File: src/rtl/bfly_sched.sv
// Radix-2 in-place transform butterfly scheduler: walks stages of a 2^L point
// transform, issues one (A, B, twiddle) descriptor per handshake, caps in-flight work.
module bfly_sched #(
    parameter int pLOGN    = 10,
    parameter int pMAX_OUT = 16
) (
    input  logic             clk,
    input  logic             rstn,
    input  logic             start,
    input  logic [1:0]       cfg_mode,
    input  logic [3:0]       cfg_logn,
    input  logic             abort,
    output logic             o_vld,
    input  logic             o_rdy,
    output logic [pLOGN-1:0] o_addr_a,
    output logic [pLOGN-1:0] o_addr_b,
    output logic [pLOGN-1:0] o_addr_gm,
    output logic [1:0]       o_mode,
    output logic [3:0]       o_stage,
    output logic             o_last,
    input  logic             wb_vld,
    output logic             busy,
    output logic             done,
    output logic             cfg_err,
    output logic [1:0]       dbg_state
);
    localparam int OW = $clog2(pMAX_OUT + 1);
    localparam logic [OW-1:0] OUT_CAP  = OW'(pMAX_OUT);
    localparam logic [3:0]    LOGN_MAX = 4'(pLOGN);

    typedef enum logic [1:0] {S_IDLE, S_ISSUE, S_DRAIN, S_DONE} state_t;

    state_t           state, state_nxt;
    logic [pLOGN-1:0] k, k_nxt, retired, retired_nxt;
    logic [3:0]       s, s_nxt, logn, logn_nxt;
    logic [1:0]       mode, mode_nxt;
    logic [OW-1:0]    outst, outst_nxt;
    logic             cfg_err_nxt;

    logic             hs, wb_eff, cfg_bad;
    logic [pLOGN-1:0] h_cnt, h_nxt;
    logic [3:0]       lt;
    logic [pLOGN-1:0] t, bi, bj, addr_a, addr_b, addr_gm;
    logic             vld_nxt, last_nxt;

    // Handshake: a descriptor transfers on any cycle with o_vld & o_rdy; while
    // o_vld is high and o_rdy low, every descriptor field holds its value.
    assign hs        = o_vld & o_rdy;
    assign wb_eff    = wb_vld & (outst != '0) & ((state == S_ISSUE) || (state == S_DRAIN));
    assign cfg_bad   = (cfg_logn == 4'd0) || (cfg_logn > LOGN_MAX);
    assign h_cnt     = pLOGN'(1) << (logn - 4'd1);
    assign dbg_state = state;

    always_comb begin
        state_nxt   = state;
        k_nxt       = k;
        s_nxt       = s;
        logn_nxt    = logn;
        mode_nxt    = mode;
        retired_nxt = retired + pLOGN'(wb_eff);
        outst_nxt   = outst + OW'(hs) - OW'(wb_eff);
        cfg_err_nxt = 1'b0;
        case (state)
            S_IDLE: begin
                retired_nxt = '0;
                outst_nxt   = '0;
                if (start) begin
                    if (cfg_bad) begin
                        cfg_err_nxt = 1'b1;
                    end else begin
                        state_nxt = S_ISSUE;
                        logn_nxt  = cfg_logn;
                        mode_nxt  = cfg_mode;
                        k_nxt     = '0;
                        s_nxt     = '0;
                    end
                end
            end
            S_ISSUE: begin
                if (hs) begin
                    if (k == h_cnt - pLOGN'(1)) begin
                        state_nxt = S_DRAIN;
                        k_nxt     = '0;
                    end else begin
                        k_nxt = k + pLOGN'(1);
                    end
                end
            end
            S_DRAIN: begin
                // Stage barrier: every butterfly of this stage must be written back.
                if (retired_nxt == h_cnt) begin
                    retired_nxt = '0;
                    if (s == logn - 4'd1) begin
                        state_nxt = S_DONE;
                    end else begin
                        state_nxt = S_ISSUE;
                        s_nxt     = s + 4'd1;
                        k_nxt     = '0;
                    end
                end
            end
            default: state_nxt = S_IDLE;
        endcase
        if (abort) begin
            state_nxt   = S_IDLE;
            k_nxt       = '0;
            s_nxt       = '0;
            retired_nxt = '0;
            outst_nxt   = '0;
            cfg_err_nxt = 1'b0;
        end
    end

    // Descriptor for the next cycle; lt = log2 of the butterfly span t.
    always_comb begin
        lt       = mode_nxt[0] ? s_nxt : (logn_nxt - 4'd1 - s_nxt);
        t        = pLOGN'(1) << lt;
        bi       = k_nxt >> lt;
        bj       = k_nxt & (t - pLOGN'(1));
        addr_a   = (bi << (lt + 4'd1)) | bj;
        addr_b   = addr_a + t;
        addr_gm  = (pLOGN'(1) << (logn_nxt - 4'd1 - lt)) + bi;
        h_nxt    = pLOGN'(1) << (logn_nxt - 4'd1);
        vld_nxt  = (state_nxt == S_ISSUE) && (outst_nxt < OUT_CAP);
        last_nxt = vld_nxt && (s_nxt == logn_nxt - 4'd1) && (k_nxt == h_nxt - pLOGN'(1));
    end

    always_ff @(posedge clk or negedge rstn) begin
        if (!rstn) begin
            state     <= S_IDLE;
            k         <= '0;
            s         <= '0;
            logn      <= '0;
            mode      <= '0;
            retired   <= '0;
            outst     <= '0;
            o_vld     <= 1'b0;
            o_addr_a  <= '0;
            o_addr_b  <= '0;
            o_addr_gm <= '0;
            o_mode    <= '0;
            o_stage   <= '0;
            o_last    <= 1'b0;
            busy      <= 1'b0;
            done      <= 1'b0;
            cfg_err   <= 1'b0;
        end else begin
            state     <= state_nxt;
            k         <= k_nxt;
            s         <= s_nxt;
            logn      <= logn_nxt;
            mode      <= mode_nxt;
            retired   <= retired_nxt;
            outst     <= outst_nxt;
            o_vld     <= vld_nxt;
            o_addr_a  <= vld_nxt ? addr_a : '0;
            o_addr_b  <= vld_nxt ? addr_b : '0;
            o_addr_gm <= vld_nxt ? addr_gm : '0;
            o_mode    <= mode_nxt;
            o_stage   <= s_nxt;
            o_last    <= last_nxt;
            busy      <= (state_nxt == S_ISSUE) || (state_nxt == S_DRAIN);
            done      <= (state_nxt == S_DONE);
            cfg_err   <= cfg_err_nxt;
        end
    end
endmodule

File: config.mk
export PLATFORM = sky130hd
export DESIGN_NAME = bfly_sched
export DESIGN_NICKNAME = d
export VERILOG_FILES = /design/src/rtl/bfly_sched.sv
export SDC_FILE = /design/constraint.sdc
export NUM_CORES = 1
export LEC_CHECK = 0
export ABC_CLOCK_PERIOD_IN_PS = 9980
export CORE_ASPECT_RATIO = 0.9
export CORE_UTILIZATION = 50
export DETAILED_ROUTE_END_ITERATION = 10
export PLACE_DENSITY = 0.69
export SLEW_MARGIN = 25
export SYNTH_ARGS = -nofsm -noshare
export SYNTH_HDL_FRONTEND = slang
export SYNTH_SLANG_ARGS = --single-unit
File: constraint.sdc
create_clock -name clk -period 9.98 [get_ports clk]
set_input_delay 1.996 -clock clk [delete_from_list [all_inputs] [get_ports clk]]
set_output_delay 1.996 -clock clk [all_outputs]
set_load 0.05 [all_outputs]
==> flow_summary.yaml <==
final_layout:
  fillers: 1472
  final_layout_size_suffix_gt1_share_pct: 10.7
  final_cell_area_um2: 9320
  fin_nets: 1141
  stdcell_count: 1272
  seqCellArea_um2: 1800
  multi_input_area_um2: 5770
  diodes: 0
  syn_to_final_growth_pct: 17.3
global_routing:
  grt_max_degree: 73
  first_global_vias: 7337
  grt_pass1_wl_um: 38700
  grt_usage_pct: 30.4
  grt-ovfl-total: 0
  antenna_found_initial: 0
floorplanning:
  dieArea_um2: 16400
  start_util_pct: 51.3
  dieWidth_um: 135
  die_height_um: 122
  ios: 55
  num_rows: 43
  coreArea_um2: 15500
synth:
  synth_top_area_share_pct: 22.7
  synth.area.top_cells: "dfrtp_1 23%, ha_1 9.1%, xnor2_1 4.6%, a21oi_1 4.4%, nor2_1 4.3%"
  synthSimpleGateAreaFrac_pct: 25.2
  yosys_warnings: 0
  synth_xor_area_share_pct: 7.61
  synth_nets: 1085
  synth_common_cells: "91 x nor2_1, 74 x nand2_1, 72 x dfrtp_1"
  synth_top_family_by_area: "compound AO/OA/AOI/OAI gates"
  avgSynthCellArea_um2: 7.87
  yosysUniqueCellTypes: 93
  async_flop_share_pct: 100
  synth-main-ff-cell: "dfrtp_1"
  syn_inst: 1010
  synth_compound_area_share_pct: 25.7
  synthMuxAreaShare_pct: 2.58
  synthAdderAreaFrac_pct: 10.4
  synth_area_um2: 7940
  synth-edff-count: 0
  synth_area_leader_cell: "dfrtp_1"
  synth_most_common_cell: "nor2_1"
  seq_area_frac_synth_pct: 22.7
  synth-seq-cells: 72
cts:
  numCtsBuffers: 9
  path_clk_slew_ps: 60
  clock-sinks: 72
  cts_tree: "done"
  cts_max_level: 3
  clk_latency_ps: 360
  clockRootBuffer: "clkbuf_16"
  cts.path.max_buffers: 2
timing:
  timing.final.crit_share_pct: 94.8
  max_slew_margin_pct: 40.8
  fmax_ghz: 0.106
  whs_ps: 502
  period_needed_ps: 9460
  finalSetupViolCount: 0
  worst_pin_slew_ps: 882
  drv_slew: 0
  clock-skew-final_ps: 8.23
  finalHoldViolations: 0
setup_path:
  rrSetupSlack_ps: 1460
  reg2reg_depth: 37
  crit_family: "compound AO/OA/AOI/OAI gates"
  end_kind: "flop"
  path_depth: 39
  required_ps: 10260
  r2r-start: "logn[0]$_DFF_PN0_"
  startpoint_type: "input pin"
  crit_slowest_cell: "clkdlybuf4s50_1"
  r2r-end: "o_addr_gm[9]$_DFF_PN0_"
  cp_common_cell: "nand2_1"
  cp.arrival_ps: 9740
  critPathMaxStageDelay_ps: 460
  path_buf_inv: 1
  path_class: "in2reg"
  critPathMaxFanout: 5
pwr:
  p_seq_share_pct: 14.4
  clkPwrFrac_pct: 15.8
  p_comb_share_pct: 69.8
  p_leak_nw: 3.97
  peakVddDrop_mv: 0.171
  netSwitchingFraction_pct: 49.8
  power_mw: 2.47
  netSwitchingPower_mw: 1.23
  internal_power_mw: 1.24
  p_per_area_nw_per_um2: 265
run_status:
  outcome: "completed"
detailed_routing:
  drtPass1Iterations: 6
  drtIter0Drc: 791
  dr_total_vias: 8022
  route.detailed.drc: 0
  wl_per_cell_um: 19.0
  postRouteAntennaNets: 0
  viasPerCell: 6.31
  routed_wl_um: 24200
run:
  cap_violations: 0
placed_design:
  place.gp.congestion: 0.995
  dpl_cell_area_um2: 8850
  dpl.hpwl_um: 18000
  numPortBuffers: 54
  placed_cells: 1253
worst_hold_path:
  min_path_cells: 1
  min_to: "mode[1]$_DFFE_PN0P_"
  hold_start: "mode[1]$_DFFE_PN0P_"
  hp-class: "reg2reg"
[per-layer routing]
layer	vias to the layer above	track usage [%]	wire length (um)
li1	3841	-	-
met4	0	9.76	479
met5	-	0	0
met1	3784	42.8	11100
met2	352	45.4	10600
met3	45	7.91	2030
[power by group through the flow]
stage                     clock (mW)  sequential, mW  combinational [mW]
after CTS                      0.396           0.355                1.65
after floorplan                    0           0.449                1.09
after global routing           0.407           0.360                1.89
after detailed placement           0           0.360                1.64
after global placement             0           0.360                1.64
final                          0.390           0.355                1.73
[how the worst max path moves through the flow]
stage / start / endpoint / slack, ps
2_1_floorplan: wb_vld / o_addr_gm[9]$_DFF_PN0_ / 720
3_3_place_gp: wb_vld / o_addr_b[9]$_DFF_PN0_ / 110
3_5_place_dp: wb_vld / o_addr_gm[9]$_DFF_PN0_ / -130
4_1_cts: wb_vld / o_addr_gm[9]$_DFF_PN0_ / 180
5_1_grt: wb_vld / o_addr_b[9]$_DFF_PN0_ / -20
6_report: wb_vld / o_addr_gm[9]$_DFF_PN0_ / 520
[state kept, by name, indices dropped and copies added, names as in the netlist, 2 cells and up]
name / flops
o_addr_gm: 10
dbg_state: 2
o_addr_a: 10
k: 10
logn: 4
o_addr_b: 10
mode: 2
s: 4
retired: 10
outst: 5
[worst register-to-register path, delay by kind of cell (launching register included)]
family	cells	cell delay (ps)
AO/OA/AOI/OAI	17	3470
XOR/XNOR	4	850
adder cells (fa/ha/maj)	3	1070
buffers and inverters	2	480
flip-flops	1	680
multiplexers	1	390
AND/OR/NAND/NOR	10	1490
[cells in the final DEF (no fill, tap or decap), types with 6 or more instances in the layout]
master,synthesis,layout
a211o_1,6,6
nor3_1,49,47
dfrtp_1,72,72
clkbuf_16,0,9
and3_1,14,14
o21bai_1,11,11
nand4_1,7,7
o31a_1,7,7
and2_1,19,19
nor2b_1,12,12
a211oi_1,16,15
nand3_1,28,28
ha_1,58,55
inv_1,55,55
buf_4,0,47
or2_2,6,6
clkdlybuf4s50_1,0,53
xnor2_1,42,42
or3_1,10,10
xor2_1,20,19
a21oi_1,70,65
a31oi_1,11,10
o31ai_1,9,9
o21ai_0,44,44
a21o_1,8,8
nand2_1,74,74
nor4_1,13,13
nand3b_1,7,7
nand2b_1,20,20
mux2i_1,14,14
o211ai_1,7,7
nor2_1,91,91
[cell type report]
cell class,count,share of cell area (%)
Clock buffer,9,2.42
Clock inverter,6,1.25
Inverter,62,2.50
Multi-Input combinational cell,819,62.0
Sequential cell,72,19.3
Tap cell,202,2.71
Timing Repair Buffer,102,9.82
[stage by stage]
| stage | setup TNS (ps) | setup slack [ps] | util [%] |
|---|---|---|---|
| detailed placement | -233 | -132 | 57.1 |
| CTS | 0 | 178 | 59.3 |
| finish | 0 | 518 | 60.1 |
| global route | -42.7 | -22.8 | 60.1 |
| floorplan | 0 | 719 | - |
| global placement | 0 | 113 | 57.1 |
[kinds of logic after synthesis]
kind of cell,Yosys count
compound gates,289
xor+xnor,65
fa+ha+maj,63
buf+inv,119
flops,72
mux,19
simple gates,383
[what timing repair did]
item                                    4_1_cts  5_1_grt
hold buffers                                  0        0
resized for setup                             0       18
setup buffers                                 0        4
endpoints found under the hold margin         0        0
endpoints found under the setup margin        0        4
Note: power is estimated with default switching activity, not from simulation.
